--- config.mk ---
export PLATFORM = sky130hd
export DESIGN_NAME = uart_rx
export DESIGN_NICKNAME = d
export VERILOG_FILES = /design/src/rtl/uart_rx.sv
export SDC_FILE = /design/constraint.sdc
export NUM_CORES = 1
export LEC_CHECK = 0
export CAP_MARGIN = 25
export CORE_AREA = 2 2 80 82
export CTS_CLUSTER_SIZE = 8
export DETAILED_ROUTE_END_ITERATION = 7
export DIE_AREA = 0 0 82 84
export GPL_ROUTABILITY_DRIVEN = 0
export PLACE_DENSITY = 0.74
export SLEW_MARGIN = 20
export SYNTH_ARGS = -nofsm -noshare
export SYNTH_HDL_FRONTEND = slang
export SYNTH_SLANG_ARGS = --single-unit
--- constraint.sdc ---
create_clock -name clk -period 2.2 [get_ports clk]
set_clock_uncertainty 0.15 [all_clocks]
set_input_delay 0.44 -clock clk [delete_from_list [all_inputs] [get_ports clk]]
set_output_delay 0.44 -clock clk [all_outputs]
set_load 0.005 [all_outputs]
--- src/rtl/uart_rx.sv ---
// uart_rx: 8N1 UART receiver (LSB first) with a show-ahead receive FIFO.
// rx is synchronized, sampled at mid-bit, and completed bytes are pushed
// into a circular FIFO read over a valid/ready port. Framing errors and
// overruns are reported as single-cycle pulses.
module uart_rx #(
  parameter int CLKS_PER_BIT = 868,
  parameter int FIFO_DEPTH   = 4
) (
  input  logic                          clk,
  input  logic                          rst,
  input  logic                          rx,
  output logic [7:0]                    rd_data,
  output logic                          rd_valid,
  input  logic                          rd_ready,
  output logic                          frame_err,
  output logic                          overrun,
  output logic [$clog2(FIFO_DEPTH):0]   fifo_count
);

  localparam int CW = $clog2(CLKS_PER_BIT);
  localparam int AW = $clog2(FIFO_DEPTH);
  localparam logic [CW-1:0] HALF = CW'(CLKS_PER_BIT/2 - 1);
  localparam logic [CW-1:0] LAST = CW'(CLKS_PER_BIT - 1);
  localparam logic [AW:0]   FULL = (AW+1)'(FIFO_DEPTH);

  typedef enum logic [2:0] {IDLE, START, DATA, STOP, WAIT_IDLE} state_t;

  state_t                         state;
  logic [CW-1:0]                  cnt;
  logic [2:0]                     idx;
  logic [7:0]                     shreg;
  logic [1:0]                     sync;
  logic                           rx_s;
  logic                           push, pop, full, wr_en;
  logic [AW-1:0]                  wptr, rptr;
  logic [AW:0]                    count_nxt;
  logic [FIFO_DEPTH-1:0][7:0]     mem;

  assign rx_s = sync[1];

  // Two-flop synchronizer; idles high so reset does not look like a start bit
  always_ff @(posedge clk or posedge rst) begin
    if (rst) sync <= 2'b11;
    else     sync <= {sync[0], rx};
  end

  // A byte is complete when the stop bit samples high; shreg is fully
  // loaded by then, so it feeds the FIFO write directly.
  assign push = (state == STOP) && (cnt == LAST) && rx_s;

  // Receive FSM: mid-bit sampling driven by a single bit-timing counter
  always_ff @(posedge clk or posedge rst) begin
    if (rst) begin
      state     <= IDLE;
      cnt       <= '0;
      idx       <= '0;
      shreg     <= '0;
      frame_err <= 1'b0;
    end else begin
      frame_err <= 1'b0;
      case (state)
        IDLE: begin
          if (!rx_s) begin
            state <= START;
            cnt   <= '0;
          end
        end
        START: begin
          if (cnt == HALF) begin
            cnt <= '0;
            idx <= '0;
            // a line that is high again at mid start bit was a glitch
            state <= rx_s ? IDLE : DATA;
          end else begin
            cnt <= cnt + CW'(1);
          end
        end
        DATA: begin
          if (cnt == LAST) begin
            shreg[idx] <= rx_s;
            cnt        <= '0;
            if (idx == 3'd7) state <= STOP;
            else             idx   <= idx + 3'd1;
          end else begin
            cnt <= cnt + CW'(1);
          end
        end
        STOP: begin
          if (cnt == LAST) begin
            cnt <= '0;
            if (rx_s) begin
              state <= IDLE;
            end else begin
              frame_err <= 1'b1;
              state     <= WAIT_IDLE;
            end
          end else begin
            cnt <= cnt + CW'(1);
          end
        end
        WAIT_IDLE: begin
          // a break keeps us here, so it reports only one framing error
          if (rx_s) state <= IDLE;
        end
        default: state <= IDLE;
      endcase
    end
  end

  // FIFO control: a pop in the same cycle frees room for a push when full
  assign pop   = rd_valid && rd_ready;
  assign full  = (fifo_count == FULL);
  assign wr_en = push && (!full || pop);

  // Next occupancy; simultaneous push and pop leave it unchanged
  always_comb begin
    count_nxt = fifo_count;
    if (wr_en && !pop)      count_nxt = fifo_count + (AW+1)'(1);
    else if (!wr_en && pop) count_nxt = fifo_count - (AW+1)'(1);
  end

  // Pointers, count and status flags; rd_valid is registered from count
  always_ff @(posedge clk or posedge rst) begin
    if (rst) begin
      wptr       <= '0;
      rptr       <= '0;
      fifo_count <= '0;
      rd_valid   <= 1'b0;
      overrun    <= 1'b0;
    end else begin
      if (wr_en) wptr <= wptr + AW'(1);
      if (pop)   rptr <= rptr + AW'(1);
      fifo_count <= count_nxt;
      rd_valid   <= (count_nxt != '0);
      overrun    <= push && full && !pop;
    end
  end

  // Storage needs no reset; contents are only observed while rd_valid
  always_ff @(posedge clk) begin
    if (wr_en) mem[wptr] <= shreg;
  end

  assign rd_data = mem[rptr];

endmodule

==> reports/qor.yml <==
setup_viol: 6
post-route-period-util_pct: 101
fin_ws_ps: -32.1
synth_area_leaders: "edfxtp_1, dfrtp_1, mux4_2"
rows: 29
initial_utilization_pct: 51.5
slew_violations: 0
wl_met1_um: 2540
crit_start: "rptr[0]"
diodes: 0
cp_data_arrival_time_ps: 1640
highest_layer: "met4"
worstSetupEndpointType: "output port"
grt_first_pass_wirelength_um: 9850
swShare_pct: 20.0
crit_fanout: 6
fmax_mhz: 448
yosysMostFrequentCell: "dfrtp_1"
nNetsFinal: 300
ys_async_sr_fraction_pct: 52.9
post_drt_wl_per_cell_um: 15.8
worstRegToRegCells: 6
synth-seq-area-share_pct: 59.4
rsz0062_at_grt: "yes"
ys_seq_elements: 68
syn_area_um2: 3140
viasPerCell: 5.37
io_pins: 18
drv_cap: 0
comb_power_share_pct: 1.0
drc: 0
r2r-end: "rd_valid"
grt_use_total_pct: 19.2
drt-initial-drc-count: 164
grt_pass1_vias: 1983
dr_wl_met2_um: 3000
avgSynthCellArea_um2: 13.2
wl_met3_um: 172
hold_viol_final: 0
dieArea_um2: 6890
wl_um: 5800
tightestPinTransition_ps: 504
relSlewSlack_pct: 66.1
syn_inst: 237
synthTopCellsByCount: "dfrtp_1, edfxtp_1, nand2_1, ha_1, nor2_1"
portBuffers: 17
clockRootBuffer: "clkbuf_8"
powerDensity_nw_per_um2: 647
antenna_found_initial: 0
whs_path_depth: 0
hold_buffers: 0
core-area_um2: 6100
final_layout_size_suffix_gt1_share_pct: 28.3
dr_total_vias: 1972
outcome: "finished with violations"
cp-start-kind: "flop"
crit_end: "rd_data[4]"
r2r_start: "cnt[3]"
synthFlopType: "dfrtp_1"
pwr-share-seq_pct: 52.7
syn_nets: 252
grt-ovfl-total: 0
clk_latency_ps: 350
cts_inserted_buffers: 9
synth_cell_types: 45
period_needed_ps: 2230
r2r_setup_slack_ps: 110
switchingPower_uw: 503
leakage_nw: 1.73
placed_cells: 347
place_hpwl_um: 4020
die_w_um: 82
drt-pass1-iter-count: 4
die_height_um: 84
syn_to_final_growth_pct: 23.7
ant_nets: 0
ir_drop_uv: 385
grt_max_degree: 37
synth_edf_count: 32
finish.utilization_pct: 63.7
cts_tree: "yes"
required_ps: 1610
fin_cells: 367
clkTransAtPathRegs_ps: 80
power.share.clock_pct: 46.3
hold_path.class: "reg -> reg"
cts.sinks: 68
synth_top_cell_by_area: "edfxtp_1"
p_int_mw: 2.01
setup-tns-final_ps: -131
cts_max_level: 3
violations: "negative setup slack"
cts_max_path_buffers: 2
path_class: "reg -> out"
yosysWarnings: 0
synth_top_area_share_pct: 30.6
## power by group through the flow
stage	combinational (mW)	clock [mW]	sequential (mW)
after floorplan	0.0122	0	1.35
after global placement	0.0255	0	1.35
after detailed placement	0.0267	0	1.35
after CTS	0.0264	1.19	1.32
after global routing	0.0301	1.25	1.32
final	0.0255	1.16	1.32
## cell families after synthesis
group / count (synthesis) / share of synthesized area, %
compound gates: 29 / 6.26
buf+inv: 20 / 2.47
simple gates: 81 / 15.2
flops: 68 / 59.4
xor+xnor: 5 / 1.39
mux: 23 / 10.9
fa+ha+maj: 11 / 4.38
## how the worst min path moves through the flow
| stage | start | endpoint | slack [ps] |
|---|---|---|---|
| finish | sync[0] | sync[1] | 210 |
| global route | sync[0] | sync[1] | 220 |
| CTS | sync[0] | sync[1] | 210 |
| detailed placement | sync[0] | sync[1] | 200 |
| global placement | sync[0] | sync[1] | 200 |
| floorplan | sync[0] | sync[1] | 200 |
## registers in the layout (all words and copies together), names as in the netlist
register,count
wptr,2
rptr,2
idx,3
overrun,1
rd_valid,1
cnt,10
mem,32
fifo_count,3
shreg,8
state,3
sync,2
frame_err,1
## metal layers
layer	GRT usage, %	vias to the layer above
met1	25.1	960
li1	-	980
met2	30.7	24
met3	5.63	8
met4	6.21	0
met5	0	-
## layout by cell type, fill, tap and decap left out, drive strengths merged, types with 2 or more instances in the layout
| cell | Yosys | layout |
|---|---|---|
| buf | 2 | 38 |
| dfrtp | 34 | 34 |
| edfxtp | 32 | 32 |
| nand2 | 18 | 18 |
| nor2 | 11 | 11 |
| ha | 11 | 11 |
| inv | 10 | 11 |
| o21ai | 10 | 10 |
| clkbuf | 8 | 10 |
| nand3 | 9 | 9 |
| mux2 | 9 | 9 |
| clkdlybuf4s50 | 0 | 9 |
| mux4 | 8 | 8 |
| and3 | 7 | 7 |
| nor3 | 6 | 6 |
| mux2i | 6 | 6 |
| nand4 | 5 | 5 |
| a21oi | 5 | 5 |
| xnor2 | 4 | 4 |
| and2 | 4 | 4 |
| a2bb2oi | 4 | 4 |
| nand3b | 3 | 3 |
| clkinv | 0 | 3 |
| nor3b | 3 | 3 |
| nor4 | 3 | 3 |
| nand2b | 2 | 2 |
| nor2b | 2 | 2 |
| or3 | 2 | 2 |
| a311oi | 2 | 2 |
| o31ai | 2 | 2 |
| bufinv | 0 | 2 |
| dfstp | 2 | 2 |
| nand4b | 2 | 2 |
## critical path, cell delays in order, from the launching register on
cell and delay, ps:
dfrtp_1 430, buf_12 140, buf_8 100, mux4_2 480
buf_2 140
## layout make-up
class,instances,area (um^2)
multi-input combinational,149,1220
fill,457,2210
clock inverter,6,95.1
tap,77,96.3
clock buffer,10,138
timing repair buffer,47,429
sequential,68,1860
inverter,10,37.5
## metrics by stage
step	setup slack, ps	hold WS [ps]	power [mW]	instance area (um^2)
3_5_place_dp	61.8	203	1.38	3640
2_1_floorplan	28.6	195	1.36	3160
4_1_cts	-50.8	212	2.54	3870
5_1_grt	-94.7	217	2.60	3880
6_report	-32.1	209	2.51	3880
3_3_place_gp	102	198	1.38	3640
## repair_timing
| item | in CTS | in global routing |
|---|---|---|
| gates resized for setup | 34 | 3 |
| endpoints found under the setup margin | 8 | 7 |
| setup buffers | 4 | 0 |
Power figures use the tool's default switching activity.
